<file path="src/rtl/cprv_pkg.sv">
// Shared core package: opcode constants and scoreboard-related types.
package cprv_pkg;

   localparam int unsigned REG_ADDR_W = 5;
   localparam int unsigned SB_CNT_W   = 2;

   localparam logic [6:0] OPC_OP        = 7'b0110011;
   localparam logic [6:0] OPC_OP_IMM    = 7'b0010011;
   localparam logic [6:0] OPC_OP_32     = 7'b0111011;
   localparam logic [6:0] OPC_OP_IMM_32 = 7'b0011011;
   localparam logic [6:0] OPC_LOAD      = 7'b0000011;
   localparam logic [6:0] OPC_STORE     = 7'b0100011;

   typedef logic [REG_ADDR_W-1:0] reg_addr_t;
   typedef logic [SB_CNT_W-1:0]   sb_cnt_t;

endpackage

</file>
<file path="src/rtl/cprv_sb_entry.sv">
// Per-register pending-write counter with flush, saturation and underflow detection.
module cprv_sb_entry
   import cprv_pkg::*;
#(
   parameter int unsigned CNT_WIDTH = 2
) (
   input  logic clk,
   input  logic rst,
   input  logic inc_i,
   input  logic dec_i,
   input  logic flush_i,
   output logic nonzero_o,
   output logic one_o,
   output logic full_o,
   output logic underflow_c_o
);

   logic [CNT_WIDTH-1:0] cnt_q, cnt_d;

   assign nonzero_o = |cnt_q;
   assign one_o     = (cnt_q == CNT_WIDTH'(1));
   assign full_o    = &cnt_q;

   // A retire with nothing pending and no same-cycle issue to balance it.
   assign underflow_c_o = dec_i && !inc_i && !nonzero_o;

   always_comb begin
      cnt_d = cnt_q;
      if (flush_i) begin
         cnt_d = '0;
      end else if (inc_i && !dec_i) begin
         if (!full_o) cnt_d = cnt_q + CNT_WIDTH'(1);
      end else if (dec_i && !inc_i) begin
         if (nonzero_o) cnt_d = cnt_q - CNT_WIDTH'(1);
      end
   end

   always_ff @(posedge clk or posedge rst) begin
      if (rst) cnt_q <= '0;
      else     cnt_q <= cnt_d;
   end

endmodule

</file>
<file path="src/rtl/cprv_scoreboard.sv">
// Register scoreboard / issue controller; CPRV_SCOREBOARD_BYPASS_EN enables
// same-cycle release of a source hazard when WB retires the last pending write.
module cprv_scoreboard
   import cprv_pkg::*;
#(
   parameter int unsigned REG_ADDR_WIDTH  = 5,
   parameter int unsigned CNT_WIDTH       = 2,
   parameter int unsigned STALL_CNT_WIDTH = 32
) (
   input  logic                       clk,
   input  logic                       rst,
   input  logic                       valid_id_i,
   input  logic                       ready_id_i,
   input  logic [REG_ADDR_WIDTH-1:0]  rs1_addr_i,
   input  logic [REG_ADDR_WIDTH-1:0]  rs2_addr_i,
   input  logic                       rs1_used_i,
   input  logic                       rs2_used_i,
   input  logic [REG_ADDR_WIDTH-1:0]  rd_addr_i,
   input  logic                       rd_en_i,
   output logic                       issue_ok_o,
   output logic                       issue_fire_o,
   input  logic                       wb_valid_i,
   input  logic [REG_ADDR_WIDTH-1:0]  wb_rd_addr_i,
   input  logic                       flush_i,
   output logic                       busy_o,
   output logic                       err_o,
   output logic [STALL_CNT_WIDTH-1:0] stall_cnt_o
);

   localparam int unsigned NUM_REGS = 1 << REG_ADDR_WIDTH;
`ifdef CPRV_SCOREBOARD_BYPASS_EN
   localparam bit BYPASS = 1'b1;
`else
   localparam bit BYPASS = 1'b0;
`endif

   logic [NUM_REGS-1:0] nonzero, one, full, underflow;
   logic                rs1_haz, rs2_haz, rd_haz;
   logic                err_q, err_d;
   logic [STALL_CNT_WIDTH-1:0] stall_cnt_q, stall_cnt_d;

   // x0 is never tracked.
   assign nonzero[0]   = 1'b0;
   assign one[0]       = 1'b0;
   assign full[0]      = 1'b0;
   assign underflow[0] = 1'b0;

   for (genvar r = 1; r < NUM_REGS; r++) begin : g_entry
      cprv_sb_entry #(.CNT_WIDTH(CNT_WIDTH)) u_entry (
         .clk           (clk),
         .rst           (rst),
         .inc_i         (issue_fire_o && rd_en_i && (rd_addr_i == REG_ADDR_WIDTH'(r))),
         .dec_i         (wb_valid_i && (wb_rd_addr_i == REG_ADDR_WIDTH'(r))),
         .flush_i       (flush_i),
         .nonzero_o     (nonzero[r]),
         .one_o         (one[r]),
         .full_o        (full[r]),
         .underflow_c_o (underflow[r])
      );
   end

   // Hazard detection from registered counters and current ID/WB inputs.
   always_comb begin
      rs1_haz = rs1_used_i && nonzero[rs1_addr_i];
      rs2_haz = rs2_used_i && nonzero[rs2_addr_i];
      rd_haz  = rd_en_i && full[rd_addr_i];
      if (BYPASS && wb_valid_i && (wb_rd_addr_i == rs1_addr_i) && one[rs1_addr_i])
         rs1_haz = 1'b0;
      if (BYPASS && wb_valid_i && (wb_rd_addr_i == rs2_addr_i) && one[rs2_addr_i])
         rs2_haz = 1'b0;
   end

   assign issue_ok_o   = !(rs1_haz || rs2_haz || rd_haz);
   assign issue_fire_o = valid_id_i && ready_id_i && issue_ok_o;
   assign busy_o       = |nonzero;
   assign err_o        = err_q;
   assign stall_cnt_o  = stall_cnt_q;

   always_comb begin
      err_d       = err_q | (|underflow);
      stall_cnt_d = stall_cnt_q;
      if (valid_id_i && !issue_ok_o && !(&stall_cnt_q))
         stall_cnt_d = stall_cnt_q + STALL_CNT_WIDTH'(1);
   end

   always_ff @(posedge clk or posedge rst) begin
      if (rst) begin
         err_q       <= 1'b0;
         stall_cnt_q <= '0;
      end else begin
         err_q       <= err_d;
         stall_cnt_q <= stall_cnt_d;
      end
   end

endmodule
</file>
<file path="config.mk">
export PLATFORM = sky130hd
export DESIGN_NAME = cprv_scoreboard
export DESIGN_NICKNAME = d
export VERILOG_FILES = /design/src/rtl/cprv_pkg.sv /design/src/rtl/cprv_sb_entry.sv /design/src/rtl/cprv_scoreboard.sv
export SDC_FILE = /design/constraint.sdc
export NUM_CORES = 1
export LEC_CHECK = 0
export BUFFER_PORTS_ARGS = -buffer_cell sky130_fd_sc_hd__buf_2
export CAP_MARGIN = 20
export CORE_ASPECT_RATIO = 1.1
export CORE_UTILIZATION = 61
export DETAILED_ROUTE_END_ITERATION = 8
export HOLD_SLACK_MARGIN = 0.06
export PLACE_DENSITY = 0.82
export SLEW_MARGIN = 20
export SYNTH_ARGS = -nofsm -noshare
export SYNTH_HDL_FRONTEND = slang
export SYNTH_SLANG_ARGS = --single-unit
</file>
<file path="constraint.sdc">
create_clock -name clk -period 6.5 [get_ports clk]
set_input_delay 1.95 -clock clk [delete_from_list [all_inputs] [get_ports clk]]
set_output_delay 1.95 -clock clk [all_outputs]
set_load 0.01 [all_outputs]
</file>
== Yosys cells after proc, flatten, opt, wreduce, memory -nomap -nowiden ==
Cells that the tools add are included.

* Flip-flop bits (word level): 95
* Bits of input ports: 29
* Output and inout bits: 36
* Word-level logic and storage cells: 772

* $add $sub $neg: 63
* Order comparisons: 3
* Equality and inequality tests: 93
* Multiplexer cells: 161
* Bitwise gates (word level): 1
* Reductions and logical operators: 418

{| class="wikitable"
|+ Operators by type and width
! cell !! number
|-
| $mux 2 || 155
|-
| $reduce_bool 3->1 || 62
|-
| $logic_and 1x1->1 || 163
|-
| $eq 5x5->1 const B || 32
|-
| $logic_not 1->1 || 95
|-
| $ne 3x3->1 const B || 31
|-
| $reduce_and 3->1 || 31
|-
| $eq 5x4->1 const B || 16
|-
| $add 2x1->2 const B || 31
|-
| $reduce_and 2->1 || 31
|-
| $reduce_or 2->1 || 31
|-
| $reduce_or 62->1 || 1
|-
| $sub 2x1->2 const B || 31
|-
| $eq 5x3->1 const B || 8
|-
| $add 32x1->32 const B || 1
|-
| $reduce_and 32->1 || 1
|-
| $reduce_or 31->1 || 1
|-
| $eq 5x2->1 const B || 4
|-
| $lt 5x6->1 const B || 3
|-
| $bmux 1 s5 || 3
|-
| $eq 5x1->1 const B || 2
|-
| $mux 1 || 3
|-
| $logic_or 1x1->1 || 2
|-
| $or 1x1->1 || 1
|}

== Depth between registers and ports, before layout ==
* Depth in word-level cells: 15
* Gate-level depth with buffers: 14
* Depth with buffers taken out: 10

== Hierarchy ==
Synthesis repeated with hierarchy kept, for this count alone.

* Cells, all modules: 1000
* Area, all modules: 9009.9 um^2

{| class="wikitable"
|+ By module, submodules not included
! module !! times used !! cells an instance !! area an instance (um^2) !! seq. area each (um^2)
|-
| cprv_sb_entry || 31 || 20 || 188.9 || 50.0
|-
| cprv_scoreboard || 1 || 380 || 3153.0 || 825.8
|}

== Least setup slack after synthesis ==
Ideal clock, no wire load.

* Path type: input port to output port
* Start: input rs1_addr_i[0]
* End: output issue_fire_o
* Data arrival time: 4.213 ns
* Required time: 4.550 ns
* Path slack: 0.337 ns
* Stages: 9
* Path buffers: 1
* Cells stage by stage: inv_1 mux4_2 a221oi_2 nor4_1 or4b_4 or2_1 buf_4 inv_2 and3_1

* Cells in the longest elaborated chain, start to end: 7

{| class="wikitable"
|+ Ends and longest elaborated chain
! what !! RTL line !! text
|-
| start, declared || cprv_scoreboard.sv:14 || <nowiki>input logic [REG_ADDR_WIDTH-1:0] rs1_addr_i,</nowiki>
|-
| $bmux 1 s5 || cprv_scoreboard.sv:64 || <nowiki>rs1_haz = rs1_used_i && nonzero[rs1_addr_i];</nowiki>
|-
| $mux 1 (implied by the code) || cprv_scoreboard.sv:64 ||
|-
| $logic_and 1x1->1 || cprv_scoreboard.sv:64 ||
|-
| $logic_or 1x1->1 (2 in series) || cprv_scoreboard.sv:73 || <nowiki>assign issue_ok_o = !(rs1_haz || rs2_haz || rd_haz);</nowiki>
|-
| $logic_not 1->1 || cprv_scoreboard.sv:73 ||
|-
| named net issue_ok_o || cprv_scoreboard.sv:20 || <nowiki>output logic issue_ok_o,</nowiki>
|-
| $logic_and 1x1->1 || cprv_scoreboard.sv:74 || <nowiki>assign issue_fire_o = valid_id_i && ready_id_i && issue_ok_o;</nowiki>
|-
| end, declared || cprv_scoreboard.sv:21 || <nowiki>output logic issue_fire_o,</nowiki>
|}

The timed path passes the listed nets, and every way through them passes these cells. The select of a mux whose other input is x is not followed.

== Worst setup path in the final report ==
* Start: input rs1_addr_i[0]
* End: output issue_fire_o

* Cells in the longest elaborated chain, start to end: 7

{| class="wikitable"
|+ Ends and longest elaborated chain
! what !! RTL line
|-
| $bmux 1 s5 || cprv_scoreboard.sv:64
|-
| $mux 1 (implied by the code) || cprv_scoreboard.sv:64
|-
| $logic_and 1x1->1 || cprv_scoreboard.sv:64
|-
| $logic_or 1x1->1 (2 in series) || cprv_scoreboard.sv:73
|-
| $logic_not 1->1 || cprv_scoreboard.sv:73
|-
| $logic_and 1x1->1 || cprv_scoreboard.sv:74
|}

Every way passes these cells. The select of a mux whose other input is x is not followed.

==> qor.yml <==
status: "finished, final reports clean"
cts_buffers: 9
ioPinCount: 65
diodes: 0
synth.cell_area_sq_um: 6920
path_clk_slew_ns: 0.08
synth-seq-cells: 95
fillCellCount: 858
setup_tns_ns: 0
cts_resized: 0
final_nets: 922
max_cap_viol_count: 0
start_util: 0.631
arrival_ns: 4.23
final-hold-violation-count: 0
finalClockSkew_ns: 0.0103
drtAntennaViolNets: 0
synth_warnings: 0
period_needed_ns: 6.18
synth_area_leaders: "dfrtp_1 34%, a21oi_1 4.9%, nand2_1 4.6%, nor2_1 3.9%, xnor2_1 3.7%"
synth-edff-count: 0
critPathMaxStageDelay_ns: 0.53
synth_cell_types: 78
drt-initial-drc-count: 792
cp-end-kind: "primary output"
cts.path.max_buffers: 2
relSlewSlack: 0.201
post-route-period-util: 0.950
max_freq_ghz: 0.162
synth_top_area_frac: 0.344
cts.sinks: 95
rsz0062_at_grt: "false"
crit_path_frequent_cell: "buf_2"
core-area_sq_um: 11000
syn-num-nets: 863
vias_per_cell: 7.02
die_area_sq_um: 11800
vdd_drop_max_mv: 0.111
antenna_found_initial: 0
vias: 7333
tightest_slew_ns: 1.20
port_buffers: 64
ys_seq_area_frac: 0.344
slew_viol_final: 0
critPathTopFamily: "simple AND/OR/NAND/NOR gates"
yosys-top-cells-count: "95 x dfrtp_1, 84 x nand2_1, 71 x nor2_1"
worstPathCellList: "buf_2 -> inv_1 -> mux4_2 -> a221oi_2 -> nor4_1 -> or4b_4 -> or2_1 -> inv_2 -> and3_1 -> buf_2"
root_buffer: "clkbuf_16"
first_pass_iters: 8
cts_tree: "done"
finalPower_uw: 1390
p_per_area_nw_per_um2: 180
cp.buffers_inverters: 4
avgSynthCellArea_sq_um: 8.31
insertion_delay_ns: 0.36
yosys_most_used_dff: "dfrtp_1"
gp_congestion: 1.10
cts_setup_buffers: 0
drive_gt1_frac: 0.157
p_leak_uw: 0.00323
die_h_um: 114
min_path_type: "reg2reg"
routed_wl_um: 23900
track_usage: 0.419
post-route-drc-count: 0
cp_slowest_cell: "or4b_4"
setup_viol: 0
dp_hpwl_um: 17900
yosysMostFrequentCell: "dfrtp_1"
required_ns: 4.55
grt_pass1_vias: 7185
overflow: 0
synthCells: 833
htreeDepth: 3
yosysTopAreaCell: "dfrtp_1"
die_x_um: 104
fp-row-count: 40
path_max_fanout: 4
synthArstFlopShare: 1.00
cts_hold_buffers: 0
areaGrowthSynthToFinish_pct: 11.6
cp-start-kind: "input pin"
grt_max_degree: 63
grt_pass1_wl_um: 37900
wl_per_cell_um: 22.9
worstSetupPathType: "in2out"
cells by family (layout without fill, tap and decap cells):
kind of cell    after synthesis  after routing  share of synthesized area
compound gates              237            237                      0.227
xor+xnor                     32             32                     0.0405
fa+ha+maj                     1              1                    0.00181
buf+inv                      55            119                     0.0367
flops                        95             95                      0.344
mux                           8              8                     0.0228
simple gates                405            405                      0.327
cell usage in the layout (no fill, tap or decap), drive strengths merged, types with 21 or more instances in the layout:
cell type  netlist  layout
dfrtp           95      95
buf             14      88
nand2           84      84
nor2            72      72
a21oi           68      68
nor3            47      47
o21ai           45      45
nand3           36      36
xnor2           29      29
and3            26      26
a211oi          25      25
nand2b          24      24
nand4           21      21
layout make-up:
cell class | instances | area [sq um] | share of cell area
clock inverter | 7 | 76.3 | 0.00988
multi-input combinational | 683 | 4300 | 0.556
clock buffer | 9 | 225 | 0.0292
sequential | 95 | 2380 | 0.308
inverter | 15 | 58.8 | 0.00762
timing repair buffer | 88 | 503 | 0.0651
tap | 147 | 184 | 0.0238
metrics by stage:
step	util	hold WS, ns	setup WS [ns]	instances	area [sq um]
2_1_floorplan	-	0.504	0.337	833	6920
3_3_place_gp	0.676	0.470	0.372	1028	7410
3_5_place_dp	0.676	0.474	0.331	1028	7410
4_1_cts	0.704	0.488	0.324	1044	7720
5_1_grt	0.704	0.527	0.174	1044	7720
6_report	0.704	0.493	0.324	1044	7720
power breakdown:
group / switching (uW) / total (uW) / internal, uW
combinational: 138 / 214 / 76.6
sequential: 24.9 / 634 / 609
clock: 270 / 541 / 271
total: 433 / 1390 / 956
final timing paths:
check / startpoint / cells after the start / to / slack, ns
worst max-delay path: rs1_addr_i[0] / 10 / issue_fire_o / 0.32
worst min-delay path: stall_cnt_o[29] / 1 / stall_cnt_o[29] / 0.49
worst max register to register: g_entry[30].u_entry.cnt_q[1] / 10 / err_o / 2.43
worst min register to register: stall_cnt_o[29] / 1 / stall_cnt_o[29] / 0.49
max in group asynchronous: rst / 3 / g_entry[23].u_entry.cnt_q[1] / 3.76
min in group asynchronous: rst / 2 / g_entry[15].u_entry.cnt_q[1] / 1.61
per-layer routing:
layer | part of all wire | global-route usage | up-vias
met3 | 0.11 | 0.0851 | 140
li1 | - | - | 3255
met1 | 0.37 | 0.519 | 3442
met4 | 0.073 | 0.302 | 0
met2 | 0.45 | 0.659 | 496
met5 | 0 | 0 | -
registers in the layout, indices dropped and copies added, names as in the netlist:
| signal | flops |
|---|---|
| stall_cnt_o | 32 |
| g_entry.u_entry.cnt_q | 62 |
| err_o | 1 |
Power figures use the tool's default switching activity.
